### src/rtl/timer_cmd_pkg.sv
// Shared definitions for the serial timer-command link (transmitter and receiver).
`timescale 1ns/1ps
package timer_cmd_pkg;

    localparam int         DELAY_W_DEFAULT  = 4;
    localparam logic [3:0] PREAMBLE_DEFAULT = 4'b1101;

    typedef enum logic [2:0] {
        ST_IDLE,
        ST_PRE,
        ST_PAYLOAD,
        ST_WAIT_DONE,
        ST_ACK,
        ST_ERR
    } tx_state_e;

endpackage

### src/rtl/timer_cmd_piso.sv
// Parallel-load, MSB-first shift register carrying the delay payload onto the wire.
`timescale 1ns/1ps
module timer_cmd_piso #(
    parameter int W = 4
) (
    input  logic         clk,
    input  logic         reset,
    input  logic         load_i,
    input  logic         shift_i,
    input  logic [W-1:0] din_i,
    output logic         msb_o
);

    logic [W-1:0] sh_q, sh_d;

    // Load has priority; the FSM never asserts both in the same cycle anyway.
    always_comb begin
        sh_d = sh_q;
        if (load_i)
            sh_d = din_i;
        else if (shift_i)
            sh_d = sh_q << 1;
    end

    always_ff @(posedge clk) begin
        if (reset)
            sh_q <= '0;
        else
            sh_q <= sh_d;
    end

    assign msb_o = sh_q[W-1];

endmodule

### src/rtl/timer_cmd_tx.sv
// Transmit side of the timer-command link: preamble + MSB-first delay, then a
// wait for the remote done with optional timeout, answered by a one-cycle ack.
`timescale 1ns/1ps
module timer_cmd_tx
    import timer_cmd_pkg::*;
#(
    parameter int         DELAY_W        = DELAY_W_DEFAULT,
    parameter logic [3:0] PREAMBLE       = PREAMBLE_DEFAULT,
    parameter int         TIMEOUT_CYCLES = 20000,
    parameter int         TMO_W          = 15
) (
    input  logic               clk,
    input  logic               reset,
    input  logic               req_valid,
    output logic               req_ready,
    input  logic [DELAY_W-1:0] req_delay,
    output logic               data,
    input  logic               done,
    output logic               ack,
    output logic               busy,
    output logic               timeout_err
);

    // One counter indexes both the preamble (4 bits) and the payload.
    localparam int               CNT_W    = (DELAY_W > 4) ? $clog2(DELAY_W) : 2;
    localparam logic [CNT_W-1:0] PAY_LAST = CNT_W'(DELAY_W - 1);
    localparam logic [CNT_W-1:0] PRE_LAST = CNT_W'(3);
    localparam logic [TMO_W-1:0] TMO_LAST = TMO_W'(TIMEOUT_CYCLES - 1);

    tx_state_e        state_q;
    logic [CNT_W-1:0] cnt_q;
    logic [TMO_W-1:0] tmo_q;
    logic             sh_msb;
    logic             sh_load, sh_shift;

    assign sh_load  = (state_q == ST_IDLE) && req_valid;
    assign sh_shift = (state_q == ST_PAYLOAD);

    timer_cmd_piso #(.W(DELAY_W)) u_piso (
        .clk     (clk),
        .reset   (reset),
        .load_i  (sh_load),
        .shift_i (sh_shift),
        .din_i   (req_delay),
        .msb_o   (sh_msb)
    );

    always_ff @(posedge clk) begin
        if (reset) begin
            state_q <= ST_IDLE;
            cnt_q   <= '0;
            tmo_q   <= '0;
        end else begin
            case (state_q)
                ST_IDLE: begin
                    cnt_q <= '0;
                    if (req_valid)
                        state_q <= ST_PRE;
                end
                ST_PRE: begin
                    if (cnt_q == PRE_LAST) begin
                        cnt_q   <= '0;
                        state_q <= ST_PAYLOAD;
                    end else begin
                        cnt_q <= cnt_q + 1'b1;
                    end
                end
                ST_PAYLOAD: begin
                    if (cnt_q == PAY_LAST) begin
                        cnt_q   <= '0;
                        tmo_q   <= '0;
                        state_q <= ST_WAIT_DONE;
                    end else begin
                        cnt_q <= cnt_q + 1'b1;
                    end
                end
                ST_WAIT_DONE: begin
                    // done on the timeout cycle still counts as a completion.
                    if (done)
                        state_q <= ST_ACK;
                    else if ((TIMEOUT_CYCLES != 0) && (tmo_q == TMO_LAST))
                        state_q <= ST_ERR;
                    else
                        tmo_q <= tmo_q + 1'b1;
                end
                ST_ACK:  state_q <= ST_IDLE;
                ST_ERR:  state_q <= ST_IDLE;
                default: state_q <= ST_IDLE;
            endcase
        end
    end

    always_comb begin
        data = 1'b0;
        case (state_q)
            ST_PRE:     data = PREAMBLE[2'd3 - cnt_q[1:0]];
            ST_PAYLOAD: data = sh_msb;
            default:    data = 1'b0;
        endcase
    end

    assign req_ready   = (state_q == ST_IDLE);
    assign busy        = (state_q != ST_IDLE);
    assign ack         = (state_q == ST_ACK);
    assign timeout_err = (state_q == ST_ERR);

endmodule

### config.mk
export PLATFORM = sky130hd
export DESIGN_NAME = timer_cmd_tx
export DESIGN_NICKNAME = d
export VERILOG_FILES = /design/src/rtl/timer_cmd_pkg.sv /design/src/rtl/timer_cmd_piso.sv /design/src/rtl/timer_cmd_tx.sv
export SDC_FILE = /design/constraint.sdc
export NUM_CORES = 1
export LEC_CHECK = 0
export BUFFER_PORTS_ARGS = -buffer_cell sky130_fd_sc_hd__buf_2
export CAP_MARGIN = 20
export CORE_ASPECT_RATIO = 0.6
export CORE_UTILIZATION = 35
export DETAILED_ROUTE_END_ITERATION = 7
export PLACE_DENSITY = 0.53
export SYNTH_ARGS = -nofsm -noshare
export SYNTH_HDL_FRONTEND = slang
export SYNTH_SLANG_ARGS = --single-unit
### constraint.sdc
create_clock -name clk -period 1.64 [get_ports clk]
set_input_delay 0.164 -clock clk [delete_from_list [all_inputs] [get_ports clk]]
set_output_delay 0.164 -clock clk [all_outputs]
set_load 0.005 [all_outputs]
; Word-level counts from Yosys, hierarchy flattened
; Cells that the tools add are included.
; Widths: inputs -> output; s select.
[word_totals]
out_inout_bits = 5
regBits = 24
wordCells = 47
[classes]
reduce_logical = 9
n_addsub = 3
muxes = 17
order_cmp = 1
eq_ne = 13
[ops]
columns = operator, n
row1 = $mux 15, 3
row2 = $pmux 15 s2, 1
row3 = $add 15x1->15 const B, 1
row4 = $eq 15x15->1 const B, 1
row5 = $mux 3, 5
row6 = $pmux 3 s4, 1
row7 = $mux 4, 2
row8 = $ne 2x2->1 const B, 4
row9 = $reduce_and 4->1, 2
row10 = $eq 3x2->1 const B, 2
row11 = $eq 3x3->1 const B, 2
row12 = $reduce_bool 2->1, 3
row13 = $pmux 2 s2, 1
row14 = $eq 3x1->1 const B, 1
row15 = $logic_not 3->1, 1
row16 = $lt 2x3->1 const B, 1
row17 = $ne 3x3->1 const B, 1
row18 = $reduce_bool 3->1, 1
row19 = $add 2x1->2 const B, 1
row20 = $bmux 1 s2, 1
row21 = $eq 2x2->1 const B, 1
row22 = $mux 2, 1
row23 = $ne 2x1->1 const B, 1
row24 = $pmux 1 s2, 1
row25 = other kinds (4), 4

; Logic depth before layout (Yosys ltp)
[depth]
ltp_word = 4
mapped_depth = 6
depth_no_buf = 6

; Modules after synthesis
; From an unflattened synthesis, not the netlist that was laid out.
[unflattened]
cells_unflattened = 162
area_unflattened_um2 = 1362.6
[by_module_without_submodules]
columns = module, seq_area_each_um2, area_each_um2, cells_per_inst, n_inst
row1 = timer_cmd_tx, 400.4, 1189.9, 145, 1
row2 = timer_cmd_piso, 80.1, 172.7, 17, 1

; Worst setup path before layout
; OpenSTA, ideal clock, no wires.
[synth_path]
kind = reg-to-reg
startpoint = register tmo_q[5]
endpoint = register state_q[2]
stages_incl_launch_ff = 4
period_less_slack_ns = 1.807
slack_ns = -0.167
arrival_ns = 1.704
cell_sequence = dfxtp_1 -> or4_4 -> or4_4 -> a2111oi_2
[synth_via]
elab_chain_cells = 3
[synth_lines]
columns = element, line
row1 = start: declaration, timer_cmd_tx.sv:32  ; logic [TMO_W-1:0] tmo_q;
row2 = start signal: assignment, timer_cmd_tx.sv:84  ; tmo_q <= tmo_q + 1'b1;
row3 = $eq 15x15->1, timer_cmd_tx.sv:81  ; else if ((TIMEOUT_CYCLES != 0) && (tmo_q == TMO_LAST))
row4 = $ne 3x3->1 (no line), n/a
row5 = $reduce_and 4->1 (no line), n/a
row6 = end signal: assignment, timer_cmd_tx.sv:80  ; state_q <= ST_ACK;
row7 = end signal: assignment, timer_cmd_tx.sv:82  ; state_q <= ST_ERR;
row8 = end signal: assignment, timer_cmd_tx.sv:86  ; ST_ACK: state_q <= ST_IDLE;
row9 = end: declaration, timer_cmd_tx.sv:30  ; tx_state_e state_q;
; No other way between the ends.
; A chain may end at the register's enable or synchronous reset.

; Final worst setup path
[layout_path]
startpoint = register tmo_q[8]
endpoint = register state_q[2]
; The elaborated chain is that of the path after synthesis.

==> results.txt <==
Max FO, Critical Path - 3
1st-iter DRT viols - 72
failing checks - setup timing
Die W - 81.1 um
crit path launch type - flop
routed length per instance - 15.4 um
Fillers - 325
ys flop type - dfxtp_1
GR Util All Layers - 19.4%
area occupied by multi-input gates - 938 um^2
first-pass GRT wire length - 5970 um
Netlist Area Pre-Place - 0.00132 mm^2
crit end category - flop
clk_lat worst skew - 0.27 ns
top sig layer - met4
count of state elements after synthesis - 24
synth unique cells - 42
clock-pin slew on the worst setup and hold paths - 0.09 ns
Cells on Worst Hold Path - 3
layout cells sized above 1 - 49.3%
total iterations of the first detailed-routing run - 4
wl on met1 - 2070 um
io pins - 13
Slew Viols, Final - 0
max cap viols - 0
fin util - 57.3%
area grow syn2layout - 49.1%
Starting Density - 38.4%
Setup Skew - 0.00745 ns
Antenna Nets Post-Route - 0
metal3 WL - 111 um
initial antenna violation count - 0
# hold bufs at CTS - 0
routed wire length - 3820 um
root buffer cell - clkbuf_8
Max Clk Rate - 0.557 GHz
CP required - 1.81 ns
vias in the first global route - 1264
Tcrit/Tclk final - 110%
final worst slack - -0.156 ns
Seq/Total Area, Yosys - 36.5%
Sequential Area - 493 um^2
DR WL met2 - 1610 um
Sink Count - 24
Synth area leaders - dfxtp_1 37%, a21oi_1 6.9%, o31ai_1 4.0%, mux2i_1 3.8%, or4_1 3.4%
CTS tree - done
Min Clock Period, post-route - 1.80 ns
final setup fails - 13
Synthesis Warnings - 0
H-tree depth - 1
PwrDens - 579 mW/mm^2
Mapped Avg Cell Area - 8.59 um^2
Worst Max-Slew Pin Slew - 0.384 ns
Worst EP arrival - 1.97 ns
Ant. Diodes - 0
Die Area - 0.00401 mm^2
Cells after Synth - 153
status - complete, but fails checks
TritonCTS Buffers - 3
vias post-DR - 1341
cells on worst reg2reg path - 3
Mapped Nets - 164
most common cell after layout, fill and taps aside - buf_4
GR Overflow Total - 0
Leak - 0.704 nW
unrepaired setup endpoints after global routing - yes
Synth async-reset ratio - 0%
Fin. Hold Viols - 0
pin count of the biggest net entering global routing - 14
PortBufs - 12
Worst Hold Class - input port to flop
core area - 0.00342 mm^2
Post-synth EDFFs - 0
Slew headroom - 74.1%
gp weighted congestion - 0.841
Synth top area share - 36.5%
Longest Clk Path Bufs - 2
largest area contributor in the netlist - dfxtp_1
drt drc - 0
Worst IR Drop VDD - 0.350 mV
commonest cells after routing, fill and taps aside - 37 x buf_4, 16 x dfxtp_1, 12 x a21oi_1, 12 x buf_2, 11 x nor2_1
row count - 16
hpwl dp - 2610 um
Via density - 5.41
pre-CTS WS - -0.134 ns
Chip Height - 49.5 um
NumNets Final - 215
critical path class - flop to flop
[where the power goes]
| group | internal [W] | switching [W] |
|---|---|---|
| sequential | 0.000597 | 0.0000116 |
| combinational | 0.0000544 | 0.0000610 |
| clock | 0.000215 | 0.000198 |
[area by class of cell]
| type | count | share of cell area, % |
|---|---|---|
| Multi-Input combinational cell | 115 | 47.9 |
| Sequential cell | 24 | 25.1 |
| Timing Repair Buffer | 53 | 20.0 |
| Tap cell | 45 | 2.87 |
| Clock buffer | 4 | 2.81 |
| Inverter | 7 | 1.34 |
[cells in the mapped netlist (3+ instances only)]
| library cell | count |
|---|---|
| inv_1 | 7 |
| nor2b_1 | 5 |
| nor3_1 | 4 |
| ha_1 | 3 |
| nand2_1 | 5 |
| a21oi_1 | 18 |
| dfxtp_1 | 24 |
| nand4_1 | 3 |
| or4_1 | 6 |
| nor2_1 | 11 |
| clkbuf_1 | 5 |
| nand3_1 | 5 |
| or3_1 | 6 |
| a211oi_1 | 4 |
| o21ai_0 | 6 |
| o31ai_1 | 7 |
| mux2i_1 | 5 |
[what timing repair did]
item,in CTS,in global routing
gates resized for setup,15,23
buffers inserted,5,1
pin swaps,13,9
endpoints found under the setup margin,16,18
[through the flow]
stage | hold WS [ns] | setup TNS [ns] | cell area (um^2) | power, W | instances
finish | 0.157 | -1.27 | 1960 | 0.00114 | 248
CTS | 0.154 | -1.09 | 1860 | 0.00114 | 247
global placement | 0.444 | -1.07 | 1710 | 0.000722 | 238
global route | 0.162 | -2.33 | 1960 | 0.00120 | 248
floorplan | 0.312 | -0.848 | 1340 | 0.000676 | 153
detailed placement | 0.443 | -1.27 | 1710 | 0.000727 | 238
[final timing paths]
check / start / endpoint / slack, ns
setup reg to reg: tmo_q[8]$_SDFFE_PP0P_ / state_q[2]$_SDFFE_PP0P_ / -0.16
hold / removal: req_delay[0] / u_piso.sh_q[0]$_SDFFE_PP0P_ / 0.16
hold reg to reg: tmo_q[11]$_SDFFE_PP0P_ / tmo_q[11]$_SDFFE_PP0P_ / 0.48
setup / recovery: tmo_q[8]$_SDFFE_PP0P_ / state_q[2]$_SDFFE_PP0P_ / -0.16
[worst max-delay path: stages (launching register included)]
cell and delay [ns]:
dfxtp_2 0.33, or4_4 0.52, or4_4 0.55, a2111oi_2 0.29
[state kept, by name, indices dropped and copies added (netlist names)]
name / cells
cnt_q: 2
state_q: 3
tmo_q: 15
u_piso.sh_q: 4
[cells by family after synthesis]
family / count (synthesis) / share of synthesized area (%)
AND/OR/NAND/NOR: 60 / 28.8
AO/OA/AOI/OAI: 45 / 22.2
flip-flops: 24 / 36.5
buffers and inverters: 14 / 4.28
multiplexers: 6 / 4.66
adder cells (fa/ha/maj): 3 / 2.85
XOR/XNOR: 1 / 0.666
[metal layers]
metal,GRT usage [%],vias up
li1,-,690
met4,2.68,0
met3,5.00,4
met1,29.9,632
met5,0,-
met2,27.2,15
No activity file was read; power rests on OpenSTA's default activity.
